<file path="src/rtl/id_ex_stage.sv">
// id_ex_stage: ID/EX pipeline register with load-use stall and EX/MEM, MEM/WB operand forwarding (build macro FORWARDING_EN).
// Latency: one cycle from decode inputs to stage outputs; forwarded operands are muxed combinationally after the register.
// Backpressure: o_stall holds IF/ID and loads a bubble; i_flush overrides stall and also loads a bubble.
module id_ex_stage (
  input  logic        clk,
  input  logic        rst_n,
  input  logic        i_valid,
  input  logic [4:0]  i_rs_addr,
  input  logic [4:0]  i_rt_addr,
  input  logic [4:0]  i_rd_addr,
  input  logic [31:0] i_rs_data,
  input  logic [31:0] i_rt_data,
  input  logic [31:0] i_imm,
  input  logic [3:0]  i_alu_sel,
  input  logic        i_use_imm,
  input  logic        i_reg_write,
  input  logic        i_mem_read,
  input  logic        i_mem_write,
  input  logic        i_flush,
  input  logic [4:0]  i_exmem_rd,
  input  logic        i_exmem_reg_write,
  input  logic [31:0] i_exmem_result,
  input  logic [4:0]  i_memwb_rd,
  input  logic        i_memwb_reg_write,
  input  logic [31:0] i_memwb_result,
  output logic        o_stall,
  output logic        o_valid,
  output logic [31:0] o_op1,
  output logic [31:0] o_op2,
  output logic [3:0]  o_alu_sel,
  output logic [4:0]  o_rd_addr,
  output logic        o_reg_write,
  output logic        o_mem_read,
  output logic        o_mem_write,
  output logic [31:0] o_store_data
);

  typedef struct packed {
    logic        valid;
    logic [4:0]  rs_addr;
    logic [4:0]  rt_addr;
    logic [4:0]  rd_addr;
    logic [31:0] rs_data;
    logic [31:0] rt_data;
    logic [31:0] imm;
    logic [3:0]  alu_sel;
    logic        use_imm;
    logic        reg_write;
    logic        mem_read;
    logic        mem_write;
  } stage_t;

  stage_t      stage_q;
  stage_t      stage_d;
  logic        rt_used;
  logic        hazard;
  logic        stall;
  logic [31:0] rs_fwd;
  logic [31:0] rt_fwd;

  // Stores read rt even when the ALU takes the immediate.
  assign rt_used = ~i_use_imm | i_mem_write;

`ifdef FORWARDING_EN
  logic load_in_stage;

  // Only a load still in EX cannot be forwarded in time.
  assign load_in_stage = stage_q.valid & stage_q.mem_read & (stage_q.rd_addr != 5'd0);
  assign hazard = i_valid & load_in_stage &
                  ((stage_q.rd_addr == i_rs_addr) | (rt_used & (stage_q.rd_addr == i_rt_addr)));

  always_comb begin
    rs_fwd = stage_q.rs_data;
    if (stage_q.rs_addr != 5'd0 && i_exmem_reg_write && i_exmem_rd == stage_q.rs_addr)
      rs_fwd = i_exmem_result;
    else if (stage_q.rs_addr != 5'd0 && i_memwb_reg_write && i_memwb_rd == stage_q.rs_addr)
      rs_fwd = i_memwb_result;
  end

  always_comb begin
    rt_fwd = stage_q.rt_data;
    if (stage_q.rt_addr != 5'd0 && i_exmem_reg_write && i_exmem_rd == stage_q.rt_addr)
      rt_fwd = i_exmem_result;
    else if (stage_q.rt_addr != 5'd0 && i_memwb_reg_write && i_memwb_rd == stage_q.rt_addr)
      rt_fwd = i_memwb_result;
  end
`else
  logic rs_hit;
  logic rt_hit;
  logic unused_wb_results;

  // Without forwarding, any in-flight writer of a used source must drain first.
  assign rs_hit = (i_rs_addr != 5'd0) &
                  ((stage_q.valid & stage_q.reg_write & (stage_q.rd_addr == i_rs_addr)) |
                   (i_exmem_reg_write & (i_exmem_rd == i_rs_addr)) |
                   (i_memwb_reg_write & (i_memwb_rd == i_rs_addr)));
  assign rt_hit = (i_rt_addr != 5'd0) &
                  ((stage_q.valid & stage_q.reg_write & (stage_q.rd_addr == i_rt_addr)) |
                   (i_exmem_reg_write & (i_exmem_rd == i_rt_addr)) |
                   (i_memwb_reg_write & (i_memwb_rd == i_rt_addr)));
  assign hazard = i_valid & (rs_hit | (rt_used & rt_hit));

  assign rs_fwd = stage_q.rs_data;
  assign rt_fwd = stage_q.rt_data;
  assign unused_wb_results = ^{i_exmem_result, i_memwb_result};
`endif

  // Flush wins over stall; reset also masks it so IF/ID is never held in reset.
  assign stall = hazard & ~i_flush & rst_n;

  always_comb begin
    stage_d = '0;
    if (i_valid && !i_flush && !stall) begin
      stage_d.valid     = 1'b1;
      stage_d.rs_addr   = i_rs_addr;
      stage_d.rt_addr   = i_rt_addr;
      stage_d.rd_addr   = i_rd_addr;
      stage_d.rs_data   = i_rs_data;
      stage_d.rt_data   = i_rt_data;
      stage_d.imm       = i_imm;
      stage_d.alu_sel   = i_alu_sel;
      stage_d.use_imm   = i_use_imm;
      stage_d.reg_write = i_reg_write;
      stage_d.mem_read  = i_mem_read;
      stage_d.mem_write = i_mem_write;
    end
  end

  always_ff @(posedge clk or negedge rst_n) begin
    if (!rst_n)
      stage_q <= '0;
    else
      stage_q <= stage_d;
  end

  assign o_stall      = stall;
  assign o_valid      = stage_q.valid;
  assign o_op1        = rs_fwd;
  assign o_op2        = stage_q.use_imm ? stage_q.imm : rt_fwd;
  assign o_store_data = rt_fwd;
  assign o_alu_sel    = stage_q.alu_sel;
  assign o_rd_addr    = stage_q.rd_addr;
  assign o_reg_write  = stage_q.reg_write;
  assign o_mem_read   = stage_q.mem_read;
  assign o_mem_write  = stage_q.mem_write;

endmodule

</file>
<file path="config.mk">
export PLATFORM = sky130hd
export DESIGN_NAME = id_ex_stage
export DESIGN_NICKNAME = d
export VERILOG_FILES = /design/src/rtl/id_ex_stage.sv
export SDC_FILE = /design/constraint.sdc
export NUM_CORES = 1
export LEC_CHECK = 0
export ABC_CLOCK_PERIOD_IN_PS = 2700
export CAP_MARGIN = 20
export CORE_ASPECT_RATIO = 2
export CORE_MARGIN = 5
export CORE_UTILIZATION = 38
export CTS_BUF_LIST = sky130_fd_sc_hd__clkbuf_8
export DETAILED_ROUTE_END_ITERATION = 10
export PLACE_DENSITY = 0.92
export SETUP_SLACK_MARGIN = 0.3
export SLEW_MARGIN = 5
export SYNTH_ARGS = -nofsm -noshare
export SYNTH_HDL_FRONTEND = slang
export SYNTH_SLANG_ARGS = --single-unit
</file>
<file path="constraint.sdc">
create_clock -name clk -period 2.7 [get_ports clk]
set_input_delay 0.81 -clock clk [delete_from_list [all_inputs] [get_ports clk]]
set_output_delay 0.81 -clock clk [all_outputs]
set_load 0.05 [all_outputs]
</file>
# Word level (Yosys, flattened, before mapping)
# Cells that the tools add are included.
classes:
  eq_ne: 6
  muxes: 2
  n_bitwise: 21
  reduce_logical: 6
ops:
  columns: ["operator", "n"]
  rows:
  - ["120-bit 2-to-1 mux", 1]
  - ["32-bit 2-to-1 mux", 1]
  - ["5-bit == test", 6]
  - ["1-bit AND", 13]
  - ["5-bit nonzero test", 2]
  - ["1-bit bitwise OR", 6]
  - ["1-bit logical AND", 2]
  - ["1-bit logical NOT", 2]
  - ["1-bit inverter", 2]
totals:
  reg_bits: 110
  output_inout_bits: 110
  word_cells: 45

# Longest topological paths before layout
# Gate-level depths: netlist of the first run.
logic_depth:
  word_depth: 13
  depth_mapped: 8
  mapped_depth_nobuf: 6

# Worst setup path before layout of the first run
# No wires, ideal clock.
synth_timing:
  path_type: "input port to output port"
  from: "input port i_rs_addr[3]"
  to: "output port o_stall"
  arrival_ns: 2.246
  setup_slack_ns: -0.356
  stages: 6
  path_buffers: 0
  path_cell_list: "xor2_1 > nor4_1 > nand4_1 > a31oi_1 > a21oi_1 > nor2_1"
synth_via:
  elab_chain_len: 9
  word_cells_on_any_way: 14
synth_rtl:
  columns: ["element", "line", "text"]
  rows:
  - ["start, declared", "8", "input logic [4:0] i_rs_addr,"]
  - ["5-bit == test (on tied branches)", "94, 95", null]
  - ["1-bit AND (on tied branches)", "94, 95", null]
  - ["1-bit bitwise OR", "94", "((stage_q.valid & stage_q.reg_write & (stage_q.rd_addr == i_rs_addr)) |"]
  - ["1-bit bitwise OR", "95", "(i_exmem_reg_write & (i_exmem_rd == i_rs_addr)) |"]
  - ["1-bit AND *", "93", "assign rs_hit = (i_rs_addr != 5'd0) &"]
  - ["1-bit bitwise OR *", "101", "assign hazard = i_valid & (rs_hit | (rt_used & rt_hit));"]
  - ["1-bit AND *", "101", null]
  - ["1-bit AND * (2 in a row)", "109", "assign stall = hazard & ~i_flush & rst_n;"]
  - ["end, declared", "26", "output logic o_stall,"]
# Mark *: on every way between the ends. The rest lies on a longest branch, timed or not.

# Worst setup path in the final report of the first run
layout_timing:
  from: "input port i_rs_addr[0]"
  to: "output port o_stall"
# Same word-level chain as after synthesis.

==> out/qor.yml, run 1 <==
outcome: "complete, but fails checks"
violations: "negative setup slack"
cp_num_cells: 8
cp-endpoint: "o_stall"
yosysWarnings: 0
post-route-util_pct: 61.8
switching_share_pct: 29.8
core_um2: 12600
synth.distinct_cells: 23
worstPathMaxFanout: 4
die_h_um: 169
r2r_cells: 9
r2r_end: "stage_q[26]"
p_int_mw: 2.50
synth_nets: 594
avgSynthCellArea_um2: 12.2
dp_worst_setup_slack_ps: -766
timing.final.ws_setup_ps: -274
period_minus_slack_ps: 2970
clk_latency_ps: 370
crit_chain: "buf_4 > xor2_1 > nor4_2 > nand3_1 > a31oi_4 > a21oi_2 > nor2_4 > buf_12"
min_period_over_period_pct: 110
cts_tree: "yes"
dp.cells: 715
drv_slew: 0
worstMarginPinSlew_ps: 651
drive_above_1_share_pct: 34.3
p_sw_mw: 1.06
design.die.area_um2: 15200
htreeDepth: 3
grt_pass1_vias: 3749
holdWs_ps: 249
syn_area_um2: 4830
wire_per_inst_um: 18.8
critPathMaxStageDelay_ps: 330
ys_seq_area_share_pct: 57.0
synth_area_leaders: "dfrtp_1, and2_1, buf_4"
drt-total-wl_mm: 13.8
final_common_cell: "clkdlybuf4s50_1"
critPathLaunchType: "input pin"
numClockSinks: 110
io_pins: 309
grt_pass1_wl_mm: 19.6
area_growth_pct: 60.6
crit_arrival_ps: 2160
drc: 0
clk_pin_slew_worst_paths_ps: 90
required_ps: 1890
netlist_instances: 395
port_buffers: 244
yosys.area.top_type: "dfrtp_1"
rows: 58
dpl_cell_area_um2: 6910
fin_total_pwr_mw: 3.56
cp.buffers_inverters: 2
first_pass_iters: 4
cp-end-kind: "output port"
most-common-layout-cells: "clkdlybuf4s50_1, dfrtp_1, and2_4"
instances_no_fill: 736
slew_headroom_pct: 56.6
tns_ps: -274
drt-initial-drc-count: 71
cts_root_buffer: "clkbuf_8"
cp_slowest_cell: "nor4_2"
diodes: 0
seqPwrFrac_pct: 48.9
pwr_density_cell_nw_per_um2: 460
setup_viol: 1
finalHoldViolCount: 0
r2r-start: "o_rd_addr[3]"
fin_nets: 780
place_congestion: 0.864
holdBufCountCts: 0
grt_use_total_pct: 17.2
fin_area_um2: 7750
ant_nets: 0
power_frac_comb_pct: 26.0
cts_max_path_buffers: 2
cp_top_family: "simple AND/OR/NAND/NOR gates"
fillCellCount: 939
hold_path.class: "in2async"
rrSetupSlack_ps: 520
antenna_found_initial: 1
grt.overflow.total: 0
vias: 3343
p_leak_nw: 4.14
power_frac_clock_pct: 25.0
vdd_drop_max_mv: 0.398
grt_max_degree: 78
yosys.area.top_type_share_pct: 57.0
start_util_pct: 38.4
startpoint: "i_rs_addr[0]"
rsz0062_at_grt: "true"
viasPerCell: 4.54
detailed_place_hpwl_mm: 10.0
numCtsBuffers: 9
ys_ff_latch: 110
criticalPathCategory: "in2out"
die_w_um: 89.7
drv.max_cap_violation_count: 0
clock_skew_ps: 15.1
max_freq_mhz: 336
[sequential cells by signal, indices dropped and copies added, names as in the netlist]
register	cells
o_valid	1
o_mem_write	1
stage_q	33
o_reg_write	1
o_alu_sel	4
o_op1	32
o_mem_read	1
o_store_data	32
o_rd_addr	5
[repair_timing]
item                       CTS  global route
resized for setup           86           196
gates cloned                 0             2
pin swaps                   15            77
setup buffers                3             0
setup endpoints to repair  125            58
[cell families after synthesis]
kind of cell           count (synthesis)  synth area share, %
flip-flops                           110                 57.0
XOR/XNOR                              30                 5.44
multiplexers                          32                 7.47
buffers and inverters                 90                 13.0
AND/OR/NAND/NOR                      127                 16.2
AO/OA/AOI/OAI                          6                0.803
[routing by layer]
metal	track usage [%]	up-vias	wire length, µm
met5	0	-	10
met2	27.9	182	7060
met3	8.45	30	1650
met4	7.06	2	432
li1	-	1540	-
met1	18.6	1589	4660
[area by class of cell]
type                    count  area, µm²  share of cell area, %
clock inverters             7       50.0                  0.645
flip-flops and latches    110       2750                   35.5
inverters                   1       3.75                 0.0484
multi-input cells         195       1790                   23.1
repair buffers            264       2840                   36.6
clock buffers               9        124                   1.60
well taps                 150        188                   2.42
[worst register-to-register path, stage by stage, from the launching register on]
cell and delay [ps]:
dfrtp_1 440, xor2_1 180, nor4_2 290, nand4_1 190
a31oi_4 210, buf_4 130, buf_4 100, a211oi_4 50
clkbuf_16 250, and2_4 270
[power by group through the flow]
stage	registers [mW]	clock network [mW]	logic [mW]
finish	1.74	0.892	0.928
CTS	1.74	0.940	0.823
global route	1.75	1.02	0.977
global placement	1.77	0	0.816
detailed placement	1.77	0	0.830
floorplan	1.77	0	0.465
[synth_stat cells, drive strengths merged]
cell and n:
nor3 1, nand3 5, clkbuf 11, and2 109, buf 78, nand4 2, nand2b 1, dfrtp 110
xor2 24, a21oi 2, nor2 2, o21ai 2, a31oi 1, or4 1, nor4 6, inv 1
a211oi 1, mux2 32, xnor2 6
[worst min-delay path by stage]
stage / start / to / slack [ps] / cells after the start
final: rst_n / o_op1[28] / 250 / 1
after global routing: rst_n / o_op1[28] / 210 / 1
after CTS: rst_n / stage_q[3] / 220 / 1
after detailed placement: rst_n / o_mem_write / 630 / 1
after global placement: rst_n / o_mem_write / 620 / 1
after floorplan: rst_n / o_alu_sel[0] / 510 / 0
Power figures use the tool's default switching activity.
==> run 2, diff against run 1 <==
--- a/config.mk
+++ b/config.mk
@@ -6,7 +6,6 @@
 export NUM_CORES = 1
 export LEC_CHECK = 0
 export ABC_CLOCK_PERIOD_IN_PS = 2700
-export CAP_MARGIN = 20
 export CORE_ASPECT_RATIO = 2
 export CORE_MARGIN = 5
 export CORE_UTILIZATION = 38
==> results of run 2 <==
Same layout as run 1: the final DEF is identical, and so are final timing and power.
